### src/rtl/fp_rnd_pipe.sv
// fp_rnd_pipe: two-stage binary32 round-and-pack pipeline with valid/ready flow control.
// Define FP_RND_SUBNORMAL_EN to denormalize tiny inputs; otherwise they flush to signed zero.
module fp_rnd_pipe (
    input  logic        clock,
    input  logic        reset,
    input  logic        in_valid,
    output logic        in_ready,
    input  logic        sig,
    input  logic [9:0]  expo,
    input  logic [24:0] mant,
    input  logic [2:0]  grs,
    input  logic [2:0]  rm,
    input  logic [1:0]  fmt,
    input  logic        snan,
    input  logic        qnan,
    input  logic        dbz,
    input  logic        inf,
    input  logic        zero,
    output logic        out_valid,
    input  logic        out_ready,
    output logic [31:0] result,
    output logic [4:0]  flags
);
    localparam logic [31:0] QNAN_C = 32'h7FC0_0000;
    localparam logic [30:0] INF_C  = 31'h7F80_0000;
    localparam logic [30:0] MAX_C  = 31'h7F7F_FFFF;

    typedef struct packed {
        logic        sig;
        logic [2:0]  rm;
        logic [23:0] m;
        logic [10:0] e;
        logic        inc;
        logic        nx;
        logic        uf;
        logic        tiny;
        logic        spec;
        logic [31:0] spec_res;
        logic [4:0]  spec_flg;
    } s1_t;

    s1_t         s1_new, s1_d, s1_q;
    logic        s1_valid_d, s1_valid_q, s2_valid_d, s2_valid_q;
    logic [31:0] result_d, result_q, res2;
    logic [4:0]  flags_d, flags_q, flg2;
    logic        s1_adv, s2_adv;
    logic [23:0] m_a;
    logic [2:0]  grs_a, grs_b;
    logic [10:0] e_a;
    logic        tiny, inexact;
`ifdef FP_RND_SUBNORMAL_EN
    logic [10:0] sh_full;
    logic [5:0]  sh;
    logic [49:0] ext;
`endif
    logic [24:0] sum;
    logic [23:0] m2;
    logic [10:0] e2;
    logic        ovf;
    logic [7:0]  exp_f;

    // Stage 1: carry-out normalize, optional denormalize, rounding increment and special override.
    always_comb begin
        s1_new = '0;
        m_a    = mant[24] ? mant[24:1] : mant[23:0];
        grs_a  = mant[24] ? {mant[0], grs[2], grs[1] | grs[0]} : grs;
        e_a    = {expo[9], expo} + {10'd0, mant[24]};
        tiny   = e_a[10] | (e_a == 11'd0);
`ifdef FP_RND_SUBNORMAL_EN
        sh_full = 11'd1 - e_a;
        if (tiny) begin
            sh       = (sh_full > 11'd26) ? 6'd26 : sh_full[5:0];
            s1_new.e = 11'd1;
        end else begin
            sh       = 6'd0;
            s1_new.e = e_a;
        end
        ext      = {m_a, grs_a[2:1], 24'd0} >> sh;
        s1_new.m = ext[49:26];
        grs_b    = {ext[25:24], (|ext[23:0]) | grs_a[0]};
        s1_new.uf = tiny & (|grs_b);
`else
        s1_new.e  = e_a;
        s1_new.m  = m_a;
        grs_b     = grs_a;
        s1_new.uf = 1'b0;
`endif
        inexact = |grs_b;
        case (rm)
            3'd1:    s1_new.inc = 1'b0;
            3'd2:    s1_new.inc = sig & inexact;
            3'd3:    s1_new.inc = ~sig & inexact;
            3'd4:    s1_new.inc = grs_b[2];
            default: s1_new.inc = grs_b[2] & (grs_b[1] | grs_b[0] | s1_new.m[0]);
        endcase
        s1_new.sig  = sig;
        s1_new.rm   = rm;
        s1_new.nx   = inexact;
        s1_new.tiny = tiny;
        s1_new.spec = 1'b1;
        if (fmt != 2'd0) begin
            s1_new.spec_res = QNAN_C;
            s1_new.spec_flg = 5'b10000;
        end else if (snan) begin
            s1_new.spec_res = QNAN_C;
            s1_new.spec_flg = 5'b10000;
        end else if (qnan) begin
            s1_new.spec_res = QNAN_C;
            s1_new.spec_flg = 5'b00000;
        end else if (dbz) begin
            s1_new.spec_res = {sig, INF_C};
            s1_new.spec_flg = 5'b01000;
        end else if (inf) begin
            s1_new.spec_res = {sig, INF_C};
            s1_new.spec_flg = 5'b00000;
        end else if (zero) begin
            s1_new.spec_res = {sig, 31'h0};
            s1_new.spec_flg = 5'b00000;
`ifndef FP_RND_SUBNORMAL_EN
        end else if (tiny) begin
            s1_new.spec_res = {sig, 31'h0};
            s1_new.spec_flg = 5'b00011;
`endif
        end else begin
            s1_new.spec     = 1'b0;
            s1_new.spec_res = 32'h0;
            s1_new.spec_flg = 5'b00000;
        end
    end

    // Stage 2: apply increment, renormalize on carry, detect overflow and pack.
    always_comb begin
        sum = {1'b0, s1_q.m} + {24'd0, s1_q.inc};
        if (sum[24]) begin
            m2 = sum[24:1];
            e2 = s1_q.e + 11'd1;
        end else begin
            m2 = sum[23:0];
            e2 = s1_q.e;
        end
        ovf = ~e2[10] & (e2 >= 11'd255);
        // A tiny value that did not round up into bit 23 stays subnormal.
        exp_f = (s1_q.tiny & ~m2[23]) ? 8'd0 : e2[7:0];
        if (s1_q.spec) begin
            res2 = s1_q.spec_res;
            flg2 = s1_q.spec_flg;
        end else if (ovf) begin
            flg2 = 5'b00101;
            case (s1_q.rm)
                3'd1:    res2 = {s1_q.sig, MAX_C};
                3'd2:    res2 = {s1_q.sig, s1_q.sig ? INF_C : MAX_C};
                3'd3:    res2 = {s1_q.sig, s1_q.sig ? MAX_C : INF_C};
                default: res2 = {s1_q.sig, INF_C};
            endcase
        end else begin
            res2 = {s1_q.sig, exp_f, m2[22:0]};
            flg2 = {3'b000, s1_q.uf, s1_q.nx};
        end
    end

    // Pipeline advance and next-state selection.
    always_comb begin
        s2_adv = ~s2_valid_q | out_ready;
        s1_adv = ~s1_valid_q | s2_adv;
        if (s1_adv) begin
            s1_valid_d = in_valid;
            s1_d       = in_valid ? s1_new : s1_q;
        end else begin
            s1_valid_d = s1_valid_q;
            s1_d       = s1_q;
        end
        s2_valid_d = s2_adv ? s1_valid_q : s2_valid_q;
        if (s2_adv & s1_valid_q) begin
            result_d = res2;
            flags_d  = flg2;
        end else begin
            result_d = result_q;
            flags_d  = flags_q;
        end
    end

    // State registers with synchronous reset.
    always_ff @(posedge clock) begin
        if (reset) begin
            s1_valid_q <= 1'b0;
            s2_valid_q <= 1'b0;
            s1_q       <= '0;
            result_q   <= 32'h0;
            flags_q    <= 5'h0;
        end else begin
            s1_valid_q <= s1_valid_d;
            s2_valid_q <= s2_valid_d;
            s1_q       <= s1_d;
            result_q   <= result_d;
            flags_q    <= flags_d;
        end
    end

    assign in_ready  = s1_adv;
    assign out_valid = s2_valid_q;
    assign result    = result_q;
    assign flags     = flags_q;
endmodule

### config.mk
export PLATFORM = sky130hd
export DESIGN_NAME = fp_rnd_pipe
export DESIGN_NICKNAME = d
export VERILOG_FILES = /design/src/rtl/fp_rnd_pipe.sv
export SDC_FILE = /design/constraint.sdc
export NUM_CORES = 1
export LEC_CHECK = 0
export ABC_AREA = 1
export BUFFER_PORTS_ARGS = -buffer_cell sky130_fd_sc_hd__buf_2
export CORE_MARGIN = 2
export CORE_UTILIZATION = 54
export CTS_CLUSTER_DIAMETER = 150
export DETAILED_ROUTE_END_ITERATION = 12
export HOLD_SLACK_MARGIN = 0.12
export PLACE_DENSITY = 0.78
export SLEW_MARGIN = 20
export SYNTH_ARGS = -nofsm -noshare
export SYNTH_HDL_FRONTEND = slang
export SYNTH_SLANG_ARGS = --single-unit
### constraint.sdc
create_clock -name clock -period 3.15 [get_ports clock]
set_clock_uncertainty 0.1 [all_clocks]
set_input_delay 0.1575 -clock clock [delete_from_list [all_inputs] [get_ports clock]]
set_output_delay 0.1575 -clock clock [all_outputs]
set_load 0.05 [all_outputs]
### Yosys cells after proc, flatten, opt, wreduce, memory -nomap -nowiden

Index checks and enable logic that the tools add are counted.

* $add $sub $neg: 3
* magnitude comparators: 1
* equal/unequal tests: 7
* muxes and demuxes: 27
* bitwise logic cells: 17
* reduce and logical (&&, ||, !) cells: 4

Operators with widths (number)
* $mux W37: 7
* $mux W24: 4
* $pmux W24 S3: 1
* $mux W32: 1
* $mux W31: 1
* $add A24 B1 Y25: 1
* $eq A3 B2 Y1 const B: 4
* $add A10 B2 Y11: 1
* $add A11 B1 Y11 const B: 1
* $ge A11 B8 Y1 const B: 1
* $logic_not A11 Y1: 1
* $mux W11: 1
* $mux W8: 1
* $mux W1: 7
* $and A1 B1 Y1: 6
* $eq A3 B1 Y1 const B: 2
* $mux W3: 2
* $or A1 B1 Y1: 6
* $mux W5: 1
* $not A1 Y1: 5
* $pmux W1 S4: 1
* $eq A3 B3 Y1 const B: 1
* $reduce_or A3 Y1: 1
* $reduce_and A2 Y1: 1
* $reduce_bool A2 Y1: 1

* flip-flop bits (word level): 119
* input port bits: 53
* output and inout port bits: 39
* word-level logic and storage cells: 73

### Depth between registers and ports, before layout

* word-level depth: 10
* depth in mapped cells: 16
* mapped depth without buffers: 16

### Least setup slack after synthesis

Ideal clock, no wire load.

* path kind: register to register
* start point: register s2_valid_q, in the netlist out_valid
* end point: register s1_q[4] (netlist bit)
* library setup time: 0.133 ns
* arrival time: 2.160 ns
* required time: 2.917 ns
* slack: 0.758 ns
* cell stages (with the launch flop): 7
* path buffers: 1
* clock period less this slack: 2.392 ns
* cell sequence: dfxtp_1 -> nand3_1 -> nand2_1 -> clkinv_1 -> clkbuf_1 -> o21ai_0 -> a21oi_1

* word-level cells in the longest chain between the ends: 4

Ends and longest elaborated chain
* from (decl): line 43 `logic s1_valid_d, s1_valid_q, s2_valid_d, s2_valid_q;`
* from (signal assigned): line 192 `s2_valid_q <= s2_valid_d;`
* $not A1 Y1: line 163 `s2_adv = ~s2_valid_q | out_ready;`
* $or A1 B1 Y1: line 163
* $or A1 B1 Y1: line 164 `s1_adv = ~s1_valid_q | s2_adv;`
* named net in_ready: line 7 `output logic in_ready,`
* $reduce_and A2 Y1 (no line)
* to (signal assigned): line 187 `s1_q <= '0;`
* to (signal assigned): line 193 `s1_q <= s1_d;`
* to (decl): line 42 `s1_t s1_new, s1_d, s1_q;`

The timed path passes the listed nets, and every way through them passes these cells.
A chain may end at the register's enable or synchronous reset.

### Worst setup path after layout

* start point: register s1_q[41] (netlist bit)
* end point: register result_q[23], in the netlist result[23]

* word-level cells in the longest chain between the ends: 7
* elaborated cells on any way between the ends: 11
* classes of those cells: add/sub: 1; order compare: 1; mux: 5; bitwise: 4

Ends and longest elaborated chain
* $add A24 B1 Y25 *: line 133 `sum = {1'b0, s1_q.m} + {24'd0, s1_q.inc};`
* branches (longest 4 deep; another with $ge A11 B8 Y1)
* $mux W31 *: line 147 `end else if (ovf) begin`
* $mux W32 *: line 144 `if (s1_q.spec) begin`
* to (signal assigned): line 194 `result_q <= result_d;`
* to (decl): line 44 `logic [31:0] result_d, result_q, res2;`

Mark *: on every way between the ends.

==> parameters.txt <==
Parameter                              Value

Yosys
  Sequential cell area fraction in the yosys report    roughly 35%
  Post-Synth Simple-Gate Area    29.8%
  Mapped Cells    approximately 760
  Number of enable flip-flop cells after synthesis    0
  Xor-xnor portion of the synthesized cell area    under 10%
  Synth Area in Compound Gates    18.9%
  Combinational family with the most area after synthesis    simple AND/OR/NAND/NOR gates
  Async set-reset flop share out of synthesis    0%
  Count of state elements after synthesis    88
  Mean cell area of the mapped netlist    6.59 um2
  Synth Area in Adders    1.26%
  Mapped cell area    ~5000 um2
  Number of distinct standard cells referenced by the synthesized netlist    approximately 40
  Net count after synthesis    814
  Multiplexer share of the synthesized area    0.201%
  Flip-flop cell with the highest count after synthesis    sky130_fd_sc_hd__dfxtp_1
  Number of synthesis warnings    0

Worst setup path
  Highest net fanout along the worst path    24
  Worst EP required    3.34 ns
  WS Path Type    reg -> reg
  Nature of the critical path endpoint    flop
  Kind of launch point of the worst setup path    flop
  Arrival time reported for the critical path endpoint    approximately 3.1 ns

Placed design
  Placer's final routability congestion estimate    0.894
  Placed cell count    937
  Placed wire-length estimate after detailed placement    10200 um
  Count of buffers inserted at the top-level ports    around 90

Clock tree
  Number of H-tree branching levels    3
  Root buffer cell    sky130_fd_sc_hd__clkbuf_8
  Clock tree sinks    88
  Clk_lat worst skew    0.36 ns
  Clock-pin slew on the worst setup and hold paths    0.10 ns
  Clock buffer count from CTS    9
  CTS tree    yes
  Resize count post-CTS    0
  Maximum count of clock buffers along a single path    2

Timing
  Time the final worst path needs with I/O delays and setup    2.91 ns
  Number of failing hold endpoints at the final stage    0
  Final setup vio count    0
  Final worst-path cycle share    92.4%
  Worst Max-Slew Pin Slew    1.07 ns
  Headroom to the max-slew limit    28.0%
  Number of max-slew violations in the final report    0
  Setup repair after global routing missed its margin    no
  Fmax    344 MHz
  Setup TNS Final    0 ns

Die
  Row count    35
  Standard cell core area    9110 um2
  Die width    100 um
  Initial cell density of the core    between 50% and 60%
  Die height    100 um
  Num ports    92
  Area of the die    10000 um2

Final layout
  Share of post-route cells with drive strength above 1    16.5%
  Number of diodes added for antenna fixing    0
  Leading cell type in the layout, fill and taps excluded    sky130_fd_sc_hd__nand2_1
  Commonest non-fill, non-tap cells in the layout    sky130_fd_sc_hd__nand2_1 (157), sky130_fd_sc_hd__a21oi_1 (110), sky130_fd_sc_hd__buf_2 (91), sky130_fd_sc_hd__dfxtp_1 (88), sky130_fd_sc_hd__inv_1 (76)
  Non-filler instance count after layout    1002
  Growth of design area from synthesis to finish    24.8%
  Nets    944

Route
  Vias per cell    about 5.4
  Drt drc    0
  Via Count    ~5400
  Number of DRC violations after detailed-routing iteration 0    just under 300
  Number of search-and-repair iterations in the first detailed-routing pass    5
  Wirelength, routed    14700 um
  DR WL/cell    14.7 um
  Detail Route Antenna Nets    0

Run status
  Run status    finished clean

Run
  Max_cap viols    0

Power
  IR Drop Worst-Case VDD    0.215 mV
  Power density normalized to cell area    430 nW/um2
  Leakage power of the design    2.88 nW
  Final Power    2.68 mW

GRT
  Antenna violations before repair    0
  Vias in the first global route    4844
  Pin count of the biggest net entering global routing    51
  Total Routing Usage GR    approximately 30%
  Final global-route overflow total    0
  First-pass GRT wire length    23500 um

Worst hold path
  Type of the tightest min-delay check    in -> reg
[report_power, final]
part	switching [mW]	leakage, nW	internal (mW)
combinational	0.377	2.05	0.212
sequential	0.0568	0.724	1.18
clock	0.451	0.101	0.399
[metrics by stage]
stage               util [%]  hold slack, ns  area (um2)  setup WS, ns
floorplan                  -           0.200        4980         0.758
global placement        60.6           0.340        5520         0.415
detailed placement      60.6           0.347        5520         0.260
CTS                     68.3           0.122        6220         0.265
global route            68.3           0.184        6220       0.00576
finish                  68.3           0.151        6220         0.240
[Yosys cell counts, types with 2 or more instances]
master	count	share of area, %
sky130_fd_sc_hd__nand2_2	4	0.50
sky130_fd_sc_hd__o21ai_0	55	5.5
sky130_fd_sc_hd__nand3_1	56	5.6
sky130_fd_sc_hd__dfxtp_1	88	35
sky130_fd_sc_hd__nor2_2	4	0.50
sky130_fd_sc_hd__nand4_1	7	0.88
sky130_fd_sc_hd__ha_1	5	1.3
sky130_fd_sc_hd__a21oi_1	110	11
sky130_fd_sc_hd__a22oi_1	2	0.30
sky130_fd_sc_hd__nand3_2	2	0.40
sky130_fd_sc_hd__nand2_4	3	0.68
sky130_fd_sc_hd__nor3_1	17	1.7
sky130_fd_sc_hd__nand2_1	157	12
sky130_fd_sc_hd__buf_1	2	0.15
sky130_fd_sc_hd__a211oi_1	3	0.45
sky130_fd_sc_hd__buf_2	3	0.30
sky130_fd_sc_hd__buf_4	3	0.45
sky130_fd_sc_hd__nor2_1	74	5.6
sky130_fd_sc_hd__buf_6	3	0.68
sky130_fd_sc_hd__clkbuf_1	25	1.9
sky130_fd_sc_hd__or2_2	6	0.75
sky130_fd_sc_hd__inv_1	77	5.8
sky130_fd_sc_hd__xor2_1	24	4.2
sky130_fd_sc_hd__nor4_1	4	0.50
sky130_fd_sc_hd__o211ai_1	2	0.30
sky130_fd_sc_hd__nand3b_1	2	0.30
sky130_fd_sc_hd__xnor2_1	4	0.70
[flip-flops by register name, indices dropped and copies added, names as in the netlist]
name and count:
flags 5, out_valid 1, result 32, s1_q 49, s1_valid_q 1
[metal layers]
layer,share of wire (%),global-route usage (%)
met5,0,0
met4,1.3,8.01
met3,5.1,3.20
met2,45,46.3
met1,49,42.6
[worst paths after layout]
check | start | endpoint | slack (ns) | depth (start not counted)
max | s1_q[41] | result[23] | 0.24 | 15
min | expo[2] | s1_q[46] | 0.15 | 4
max reg2reg | s1_q[41] | result[23] | 0.24 | 15
min reg2reg | result[17] | result[17] | 0.37 | 2
[worst max-delay path, stage by stage, from the launching register on]
cell                       delay, ns
sky130_fd_sc_hd__dfxtp_1        0.33
sky130_fd_sc_hd__ha_1           0.21
sky130_fd_sc_hd__ha_1           0.21
sky130_fd_sc_hd__nand3_1        0.15
sky130_fd_sc_hd__nor3_2         0.08
sky130_fd_sc_hd__nand2_4        0.20
sky130_fd_sc_hd__clkinv_2       0.21
sky130_fd_sc_hd__nand2_1        0.12
sky130_fd_sc_hd__nand2_2        0.06
sky130_fd_sc_hd__nor2_2         0.10
sky130_fd_sc_hd__nand2_2        0.07
sky130_fd_sc_hd__o21ai_4        0.18
sky130_fd_sc_hd__nand3_2        0.40
sky130_fd_sc_hd__nand2_1        0.20
sky130_fd_sc_hd__nand2_1        0.08
sky130_fd_sc_hd__a21oi_1        0.14
[cell families (layout without fill, tap and decap cells)]
logic type,count (synthesis),count (layout)
AND/OR/NAND/NOR,339,339
AO/OA/AOI/OAI,179,179
multiplexers,1,1
flip-flops,88,88
buffers and inverters,116,251
XOR/XNOR,28,28
adder cells (fa/ha/maj),5,5
[area by class of cell]
class | instances | area, um2
fill | 811 | 2890
multi-input combinational | 552 | 2750
sequential | 88 | 1760
timing repair buffer | 155 | 1060
inverter | 80 | 302
tap | 111 | 139
clock buffer | 10 | 138
clock inverter | 6 | 73.8
[timing repair]
action / 4_1_cts / 5_1_grt
setup buffers: 0 / 0
hold buffers: 49 / 0
hold endpoints to repair: 43 / 0
Note: power is estimated with default switching activity, not from simulation.
